==> src/rtl/cpu_fetch_pkg.sv <==
// Shared types and constants for the instruction-fetch front end.
package cpu_fetch_pkg;

    localparam int unsigned INSTR_BYTES   = 4;
    localparam int unsigned FETCH_ADDR_W  = 64;
    localparam int unsigned FETCH_INSTR_W = 32;

    typedef enum logic [1:0] {
        IDLE,
        REQ,
        DISCARD
    } fetch_state_t;

    typedef struct packed {
        logic [FETCH_ADDR_W-1:0]  pc;
        logic [FETCH_INSTR_W-1:0] instr;
    } fetch_entry_t;

endpackage

==> src/rtl/fetch_fifo.sv <==
// Synchronous DEPTH-entry FIFO; flush overrides any push or pop in the same cycle.
module fetch_fifo #(
    parameter int unsigned WIDTH = 96,
    parameter int unsigned DEPTH = 4
) (
    input  logic                       clk,
    input  logic                       rst,
    input  logic                       push,
    input  logic                       pop,
    input  logic                       flush,
    input  logic [WIDTH-1:0]           din,
    output logic [WIDTH-1:0]           head,
    output logic [$clog2(DEPTH):0]     count
);

    localparam int unsigned PTR_W = $clog2(DEPTH);
    localparam int unsigned CNT_W = PTR_W + 1;

    logic [WIDTH-1:0] mem [DEPTH];
    logic [PTR_W-1:0] wr_ptr;
    logic [PTR_W-1:0] rd_ptr;
    logic             do_push;
    logic             do_pop;

    always_comb begin
        do_pop  = pop && (count != '0) && !flush;
        do_push = push && !flush && ((count < CNT_W'(DEPTH)) || do_pop);
    end

    assign head = mem[rd_ptr];

    // Power-of-two depth lets the pointers wrap naturally at PTR_W bits.
    always_ff @(posedge clk or posedge rst) begin
        if (rst) begin
            wr_ptr <= '0;
            rd_ptr <= '0;
            count  <= '0;
            for (int unsigned i = 0; i < DEPTH; i++) begin
                mem[i] <= '0;
            end
        end else if (flush) begin
            wr_ptr <= '0;
            rd_ptr <= '0;
            count  <= '0;
        end else begin
            if (do_push) begin
                mem[wr_ptr] <= din;
                wr_ptr      <= wr_ptr + 1'b1;
            end
            if (do_pop) begin
                rd_ptr <= rd_ptr + 1'b1;
            end
            case ({do_push, do_pop})
                2'b10:   count <= count + 1'b1;
                2'b01:   count <= count - 1'b1;
                default: count <= count;
            endcase
        end
    end

endmodule

==> src/rtl/fetch_queue_stage.sv <==
// Fetch front end: PC generation, single-outstanding imem request, decode queue, redirect flush.
module fetch_queue_stage
    import cpu_fetch_pkg::*;
#(
    parameter int unsigned            ADDR_W   = 64,
    parameter int unsigned            INSTR_W  = 32,
    parameter int unsigned            DEPTH    = 4,
    parameter logic [ADDR_W-1:0]      RESET_PC = '0
) (
    input  logic                Clk,
    input  logic                Reset,
    output logic                imem_req,
    output logic [ADDR_W-1:0]   imem_addr,
    input  logic                imem_ack,
    input  logic [INSTR_W-1:0]  imem_rdata,
    output logic                id_valid,
    input  logic                id_ready,
    output logic [INSTR_W-1:0]  id_instr,
    output logic [ADDR_W-1:0]   id_pc,
    input  logic                redirect_valid,
    input  logic [ADDR_W-1:0]   redirect_pc
);

    localparam int unsigned CNT_W = $clog2(DEPTH) + 1;

    fetch_state_t               state_q, state_d;
    logic [ADDR_W-1:0]          pc_q, pc_d;
    logic [ADDR_W-1:0]          held_q, held_d;
    logic [ADDR_W-1:0]          target;
    logic [CNT_W-1:0]           count;
    logic                       push;
    logic                       pop;
    logic                       flush;
    logic [ADDR_W+INSTR_W-1:0]  head;

    always_ff @(posedge Clk or posedge Reset) begin
        if (Reset) begin
            state_q <= IDLE;
            pc_q    <= RESET_PC;
            held_q  <= RESET_PC;
        end else begin
            state_q <= state_d;
            pc_q    <= pc_d;
            held_q  <= held_d;
        end
    end

    always_comb begin
        state_d = state_q;
        pc_d    = pc_q;
        held_d  = held_q;
        push    = 1'b0;
        flush   = 1'b0;
        pop     = id_valid && id_ready;
        target  = redirect_pc & ~ADDR_W'(3);
        case (state_q)
            IDLE: begin
                if (redirect_valid) begin
                    flush   = 1'b1;
                    pc_d    = target;
                    state_d = REQ;
                end else if (count < CNT_W'(DEPTH)) begin
                    state_d = REQ;
                end
            end
            REQ: begin
                if (redirect_valid) begin
                    flush = 1'b1;
                    pc_d  = target;
                    if (!imem_ack) begin
                        held_d  = pc_q;
                        state_d = DISCARD;
                    end
                end else if (imem_ack) begin
                    push = 1'b1;
                    pc_d = pc_q + ADDR_W'(INSTR_BYTES);
                    // Without a same-cycle pop this push may fill the last slot.
                    if (!pop && (count == CNT_W'(DEPTH - 1))) begin
                        state_d = IDLE;
                    end
                end
            end
            DISCARD: begin
                if (redirect_valid) begin
                    flush = 1'b1;
                    pc_d  = target;
                end
                if (imem_ack) begin
                    state_d = REQ;
                end
            end
            default: state_d = IDLE;
        endcase
    end

    assign imem_req  = (state_q != IDLE);
    assign imem_addr = (state_q == DISCARD) ? held_q : pc_q;
    assign id_valid  = (count != '0);
    assign id_pc     = head[ADDR_W+INSTR_W-1:INSTR_W];
    assign id_instr  = head[INSTR_W-1:0];

    fetch_fifo #(
        .WIDTH (ADDR_W + INSTR_W),
        .DEPTH (DEPTH)
    ) u_fifo (
        .clk   (Clk),
        .rst   (Reset),
        .push  (push),
        .pop   (pop),
        .flush (flush),
        .din   ({pc_q, imem_rdata}),
        .head  (head),
        .count (count)
    );

endmodule
==> config.mk <==
export PLATFORM = sky130hd
export DESIGN_NAME = fetch_queue_stage
export DESIGN_NICKNAME = d
export VERILOG_FILES = /design/src/rtl/cpu_fetch_pkg.sv /design/src/rtl/fetch_fifo.sv /design/src/rtl/fetch_queue_stage.sv
export SDC_FILE = /design/constraint.sdc
export NUM_CORES = 1
export LEC_CHECK = 0
export CORE_MARGIN = 8
export CORE_UTILIZATION = 52
export CTS_CLUSTER_DIAMETER = 150
export DETAILED_ROUTE_END_ITERATION = 10
export GPL_TIMING_DRIVEN = 1
export PLACE_DENSITY = 0.85
export SLEW_MARGIN = 20
export SYNTH_ARGS = -nofsm -noshare
export SYNTH_HDL_FRONTEND = slang
export SYNTH_HIERARCHICAL = 1
export SYNTH_SLANG_ARGS = --single-unit
==> constraint.sdc <==
create_clock -name Clk -period 12 [get_ports Clk]
set_input_delay 1.2 -clock Clk [delete_from_list [all_inputs] [get_ports Clk]]
set_output_delay 1.2 -clock Clk [all_outputs]
set_load 0.05 [all_outputs]
After elaboration in Yosys (flattened, before gate mapping)
Index checks and enable logic that the tools add are counted.
{"block": "word_totals", "register_bits": 521, "latch_bits": 0, "mem_bits_rw": 0, "mem_bits_ro": 0, "inputBits": 101, "out_inout_bits": 162, "elab_cells": 87, "n_memories": 0}
{"block": "classes", "add_sub_neg": 5, "mul": 0, "div": 0, "n_lt_le_gt_ge": 4, "eq_ne": 11, "n_shift": 0, "mux": 30, "n_bitwise": 4, "n_reduce_logical": 23}
{"cell": "bitwise mux 384 bit", "n": 1}
{"cell": "two-way mux 96 bit", "n": 3}
{"cell": "two-way mux 64 bit", "n": 4}
{"cell": "binary-select mux 96 bit (select 2 bit)", "n": 1}
{"cell": "demux 96 bit (select 2 bit)", "n": 1}
{"cell": "case mux 64 bit (2 select lines)", "n": 1}
{"cell": "adder 64 x 3 -> 64 bit (second input constant)", "n": 1}
{"cell": "two-way mux 2 bit", "n": 11}
{"cell": "inequality test 3 bit (second input constant)", "n": 4}
{"cell": "nonzero test 2 bit", "n": 4}
{"cell": "logical AND 1 bit", "n": 7}
{"cell": "greater-or-equal comparator 3 bit (second input constant)", "n": 2}
{"cell": "NOT 2 -> 3 bit", "n": 2}
{"cell": "case mux 2 bit (3 select lines)", "n": 1}
{"cell": "case mux 3 bit (2 select lines)", "n": 1}
{"cell": "AND reduction 3 bit", "n": 2}
{"cell": "nonzero test 3 bit", "n": 2}
{"cell": "two-way mux 1 bit", "n": 5}
{"cell": "AND reduction 5 bit", "n": 1}
{"cell": "adder 2 x 1 -> 2 bit (second input constant)", "n": 2}
{"cell": "equality test 2 x 1 -> 1 bit (second input constant)", "n": 2}
{"cell": "equality test 2 bit (second input constant)", "n": 2}
{"cell": "adder 3 x 1 -> 3 bit (second input constant)", "n": 1}
{"cell": "equality test 3 x 2 -> 1 bit (second input constant)", "n": 1}
{"cell": "13 further kinds", "n": 15}

Logic depth before layout (Yosys ltp)
{"block": "depth", "word_depth": 10, "ltp_mapped": 12}

Hierarchy
The synthesis kept the hierarchy.
{"module": "fetch_fifo", "instances": 1, "cells_per_inst": 993, "area_each_um2": 17747.0, "seq_area_each_um2": 9784.4}
{"module": "fetch_queue_stage", "instances": 1, "cells_per_inst": 765, "area_each_um2": 7455.9, "seq_area_each_um2": 3153.0}

Worst setup path before layout
OpenSTA, ideal clock, no wires.
{"block": "synth_path", "path_kind": "input to register", "startpoint": "input port redirect_valid", "endpoint": "register u_fifo.count[1]", "arrival_time_ns": 3.461, "path_slack_ns": 8.414, "path_stages": 12, "path_buffers": 2, "cell_sequence": "clkbuf_1 a21oi_1 a21oi_1 nand2_1 clkinv_1 buf_4 nand2b_1 nor3_1 fa_1 nor3b_1 o21a_1 a2111oi_0"}
{"element": "start: declaration", "line_no": "fetch_queue_stage.sv:20", "rtl": "input logic redirect_valid,"}
{"element": "two-way mux 1 bit (*)", "line_no": "fetch_queue_stage.sv:67", "rtl": "if (redirect_valid) begin"}
{"element": "two-way mux 1 bit (*)", "line_no": "fetch_queue_stage.sv:56", "rtl": "case (state_q)"}
{"element": "net push", "line_no": "fetch_queue_stage.sv:31", "rtl": "logic push;"}
{"element": "logical AND 1 bit (*) (2 in a row)", "line_no": "fetch_fifo.sv:27", "rtl": "do_push = push && !flush && ((count < CNT_W'(DEPTH)) || do_pop);"}
{"element": "equality test 2 x 1 -> 1 bit / equality test 2 bit (equally long branches)", "line_no": "fetch_fifo.sv:53", "rtl": "case ({do_push, do_pop})"}
{"element": "case mux 3 bit (2 select lines)", "line_no": "fetch_fifo.sv:53"}
{"element": "two-way mux 3 bit", "line_no": "fetch_fifo.sv:41", "rtl": "end else if (flush) begin"}
{"element": "end signal: assignment", "line_no": "fetch_fifo.sv:54", "rtl": "2'b10: count <= count + 1'b1;"}
{"element": "end signal: assignment", "line_no": "fetch_fifo.sv:55", "rtl": "2'b01: count <= count - 1'b1;"}
{"element": "end signal: assignment", "line_no": "fetch_fifo.sv:56", "rtl": "default: count <= count;"}
{"element": "end: declaration", "line_no": "fetch_fifo.sv:13", "rtl": "output logic [$clog2(DEPTH):0] count"}
The timed path passes the listed nets; every way through them passes the cells marked *.
A chain may end at the register's enable or synchronous reset.

Final worst setup path
{"block": "layout_path", "startpoint": "input port redirect_valid", "endpoint": "register u_fifo/mem[125] (netlist name)"}
{"element": "two-way mux 1 bit", "line_no": "fetch_queue_stage.sv:67"}
{"element": "two-way mux 1 bit", "line_no": "fetch_queue_stage.sv:56"}
{"element": "net push", "line_no": "fetch_queue_stage.sv:31"}
{"element": "logical AND 1 bit (2 in a row)", "line_no": "fetch_fifo.sv:27"}
{"element": "AND reduction 2 bit (no line)"}
{"element": "end signal: indexed assignment", "line_no": "fetch_fifo.sv:47", "rtl": "mem[wr_ptr] <= din;"}
{"element": "end: declaration", "line_no": "fetch_fifo.sv:19", "rtl": "logic [WIDTH-1:0] mem [DEPTH];"}
The timed path passes the listed nets, and every way through them passes these cells.

==> impl_metrics.env <==
export IMPL_path_cells="clkdlybuf4s50_1 -> a21oi_1 -> a21oi_4 -> buf_4 -> nand2_1 -> clkinv_1 -> nor2b_1 -> nand3_4 -> buf_4 -> mux2_2"
export IMPL_ys_ff_latch=517
export IMPL_vias=16600
export IMPL_setup_violations=0
export IMPL_ys_warn_count=6
export IMPL_dp_cells=2522
export IMPL_post_cts_setup_buffers=0
export IMPL_area_delta_synth_final_pct=18.7
export IMPL_final_hold_viol_count=0
export IMPL_leakage_nw=13.1
export IMPL_tns_ns=0
export IMPL_maxCapViolations=0
export IMPL_syn_area_per_cell_um2=14.3
export IMPL_die_w_um=236
export IMPL_p_per_area_nw_per_um2=243
export IMPL_cp_max_fo=53
export IMPL_cts_resized=0
export IMPL_synth_edff_count=0
export IMPL_post_synth_top_area_cell="dfrtp_1"
export IMPL_crit_slowest_cell="clkdlybuf4s50_1"
export IMPL_cts_htree_levels=2
export IMPL_routed_wl_mm=66.8
export IMPL_cts_clk_slew_worst_paths_ns=0.06
export IMPL_multi_input_area_um2=11500
export IMPL_period_share_pct=55.3
export IMPL_grt_pass1_vias=17800
export IMPL_post_place_ws_ns=4.93
export IMPL_cts_buffer_depth=3
export IMPL_path_class="in2reg"
export IMPL_place_gp_congestion=0.871
export IMPL_dpl_hpwl_mm=42.2
export IMPL_async_flop_share_pct=100
export IMPL_syn_area_um2=25200
export IMPL_grt_overflow=0
export IMPL_cp_start_kind="input pin"
export IMPL_timing_critical_path_mode_cell="buf_4"
export IMPL_synthTopCellsByCount="517 x dfrtp_1, 347 x mux2_2, 160 x mux2_4"
export IMPL_yosysMostFrequentCell="dfrtp_1"
export IMPL_rsz0062_at_grt="no"
export IMPL_grt_use_total_pct=23.6
export IMPL_die_height_um=236
export IMPL_ctsRootBufferMaster="clkbuf_16"
export IMPL_synth_cell_types=67
export IMPL_finalWorstSetupSlack_ns=5.36
export IMPL_max_slew_margin_pct=24.4
export IMPL_n_fill_cell=3432
export IMPL_cp_data_required_time_ns=12.48
export IMPL_routed_via_density=6.32
export IMPL_drt_first_pass_iters=6
export IMPL_fin_worst_skew_ns=0.0253
export IMPL_drt_iter0_markers=1610
export IMPL_tightest_slew_ns=1.13
export IMPL_fin_cells=2620
export IMPL_seq_area_um2=12900
export IMPL_synthFlopType="dfrtp_1"
export IMPL_wl_per_cell_um=25.5
export IMPL_grt_pass1_wl_mm=105
export IMPL_clock_latency_ns=0.62
export IMPL_die_area_um2=55800
export IMPL_slew_viol_final=0
export IMPL_syn_instance_count=1758
export IMPL_grt_max_degree=177
export IMPL_initial_core_util_pct=52.8
export IMPL_status="finished, final reports clean"
export IMPL_nNetsFinal=2071
export IMPL_min_period_ns=6.64
export IMPL_drc_errors=0
export IMPL_yosysTopAreaCellShare_pct=51.3
export IMPL_ys_top_cells_by_area="dfrtp_1 51%, mux2_2 16%, mux2_4 9.5%, mux4_2 8.6%, buf_6 0.98%"
export IMPL_io_pin_count=263
export IMPL_peakVddDrop_mv=0.182
export IMPL_drive_gt1_share_pct=36.6
export IMPL_slowest_delay_ns=1.13
export IMPL_ys_seq_area_share_pct=51.3
export IMPL_crit_path_end_kind="flip-flop"
export IMPL_cts_buffers=54
export IMPL_critPathArrivalTime_ns=7.12
export IMPL_ctsHoldBuffers=0
export IMPL_antenna_found_initial=6
export IMPL_cts_tree="done"
export IMPL_core_um2=47700
export IMPL_fmax_mhz=151
export IMPL_ant_nets=0
export IMPL_cts_num_sinks=517
export IMPL_port_buffers=258
export IMPL_min_path_type="reg2reg"
export IMPL_rows=80
[metrics by stage]
step,util (%),hold WS [ns],total power (W),instance area [µm²]
2_1_floorplan,-,0.474,0.00466,25200
4_1_cts,62.6,0.502,0.00732,29900
3_3_place_gp,58.7,0.481,0.00542,28000
6_report,62.6,0.502,0.00728,29900
3_5_place_dp,58.7,0.488,0.00555,28000
5_1_grt,62.6,0.513,0.00756,29900
[cell families after synthesis]
group / Yosys count / share of synthesized area [%]
simple gates: 287 / 6.33
compound gates: 191 / 5.06
flops: 517 / 51.3
xor+xnor: 2 / 0.0695
buf+inv: 150 / 3.21
mux: 604 / 33.7
fa+ha+maj: 6 / 0.328
other cells: 1 / 0.0149
[flip-flops by register name, indices dropped and copies added (netlist names)]
signal and flops:
u_fifo/count 3, u_fifo/rd_ptr 2, pc_q 62, u_fifo/wr_ptr 2, held_q 62, state_q 2, u_fifo/mem 384
[layer usage]
layer	wire length (µm)	up-vias	global-route usage, %	part of all wire, %
li1	-	7007	-	-
met4	2660	6	9.89	4.0
met3	4870	170	5.37	7.3
met1	27100	8631	30.5	41
met2	32200	755	38.3	48
met5	46	-	0	0.069
[placed cells by master, fill, tap and decap left out, types with 25 or more instances in the layout]
cell	count
nand2_1	54
mux2_4	160
clkdlybuf4s50_1	258
o21ai_0	34
nor2_1	40
mux4_2	96
nand3_1	46
mux2_2	347
dfrtp_1	515
clkbuf_16	55
nand4_1	25
a21oi_1	48
[worst paths after layout]
path	start	to	slack, ns	depth (start not counted)
max	redirect_valid	u_fifo/mem[125]	5.36	10
min	held_q[62]	held_q[62]	0.50	1
max reg2reg	state_q[0]	u_fifo/mem[125]	6.44	8
min reg2reg	held_q[62]	held_q[62]	0.50	1
max in group asynchronous	Reset	u_fifo/mem[229]	8.65	4
min in group asynchronous	Reset	held_q[55]	1.11	2
[layout make-up]
type                            instances  area share [%]
Clock buffer                           74            5.21
Timing Repair Buffer                  277            9.25
Clock inverter                         20           0.929
Sequential cell                       517            43.3
Tap cell                              615            2.57
Multi-Input combinational cell       1100            38.5
Inverter                               14           0.205
Antenna cell                            3          0.0251
[where the power goes]
group          switching [W]  total [W]  leakage, nW  internal, W
combinational        0.00151    0.00278         5.64      0.00127
clock               0.000706    0.00174        0.905      0.00103
sequential          0.000452    0.00276         6.53      0.00231
total                0.00266    0.00728         13.1      0.00461
[worst max-delay path, delay by kind of cell]
family          cells  cell delay [ns]
buf+inv             4             2.91
simple gates        3             2.10
mux                 1             0.41
compound gates      2             0.40
(Power assumes the default switching activity.)
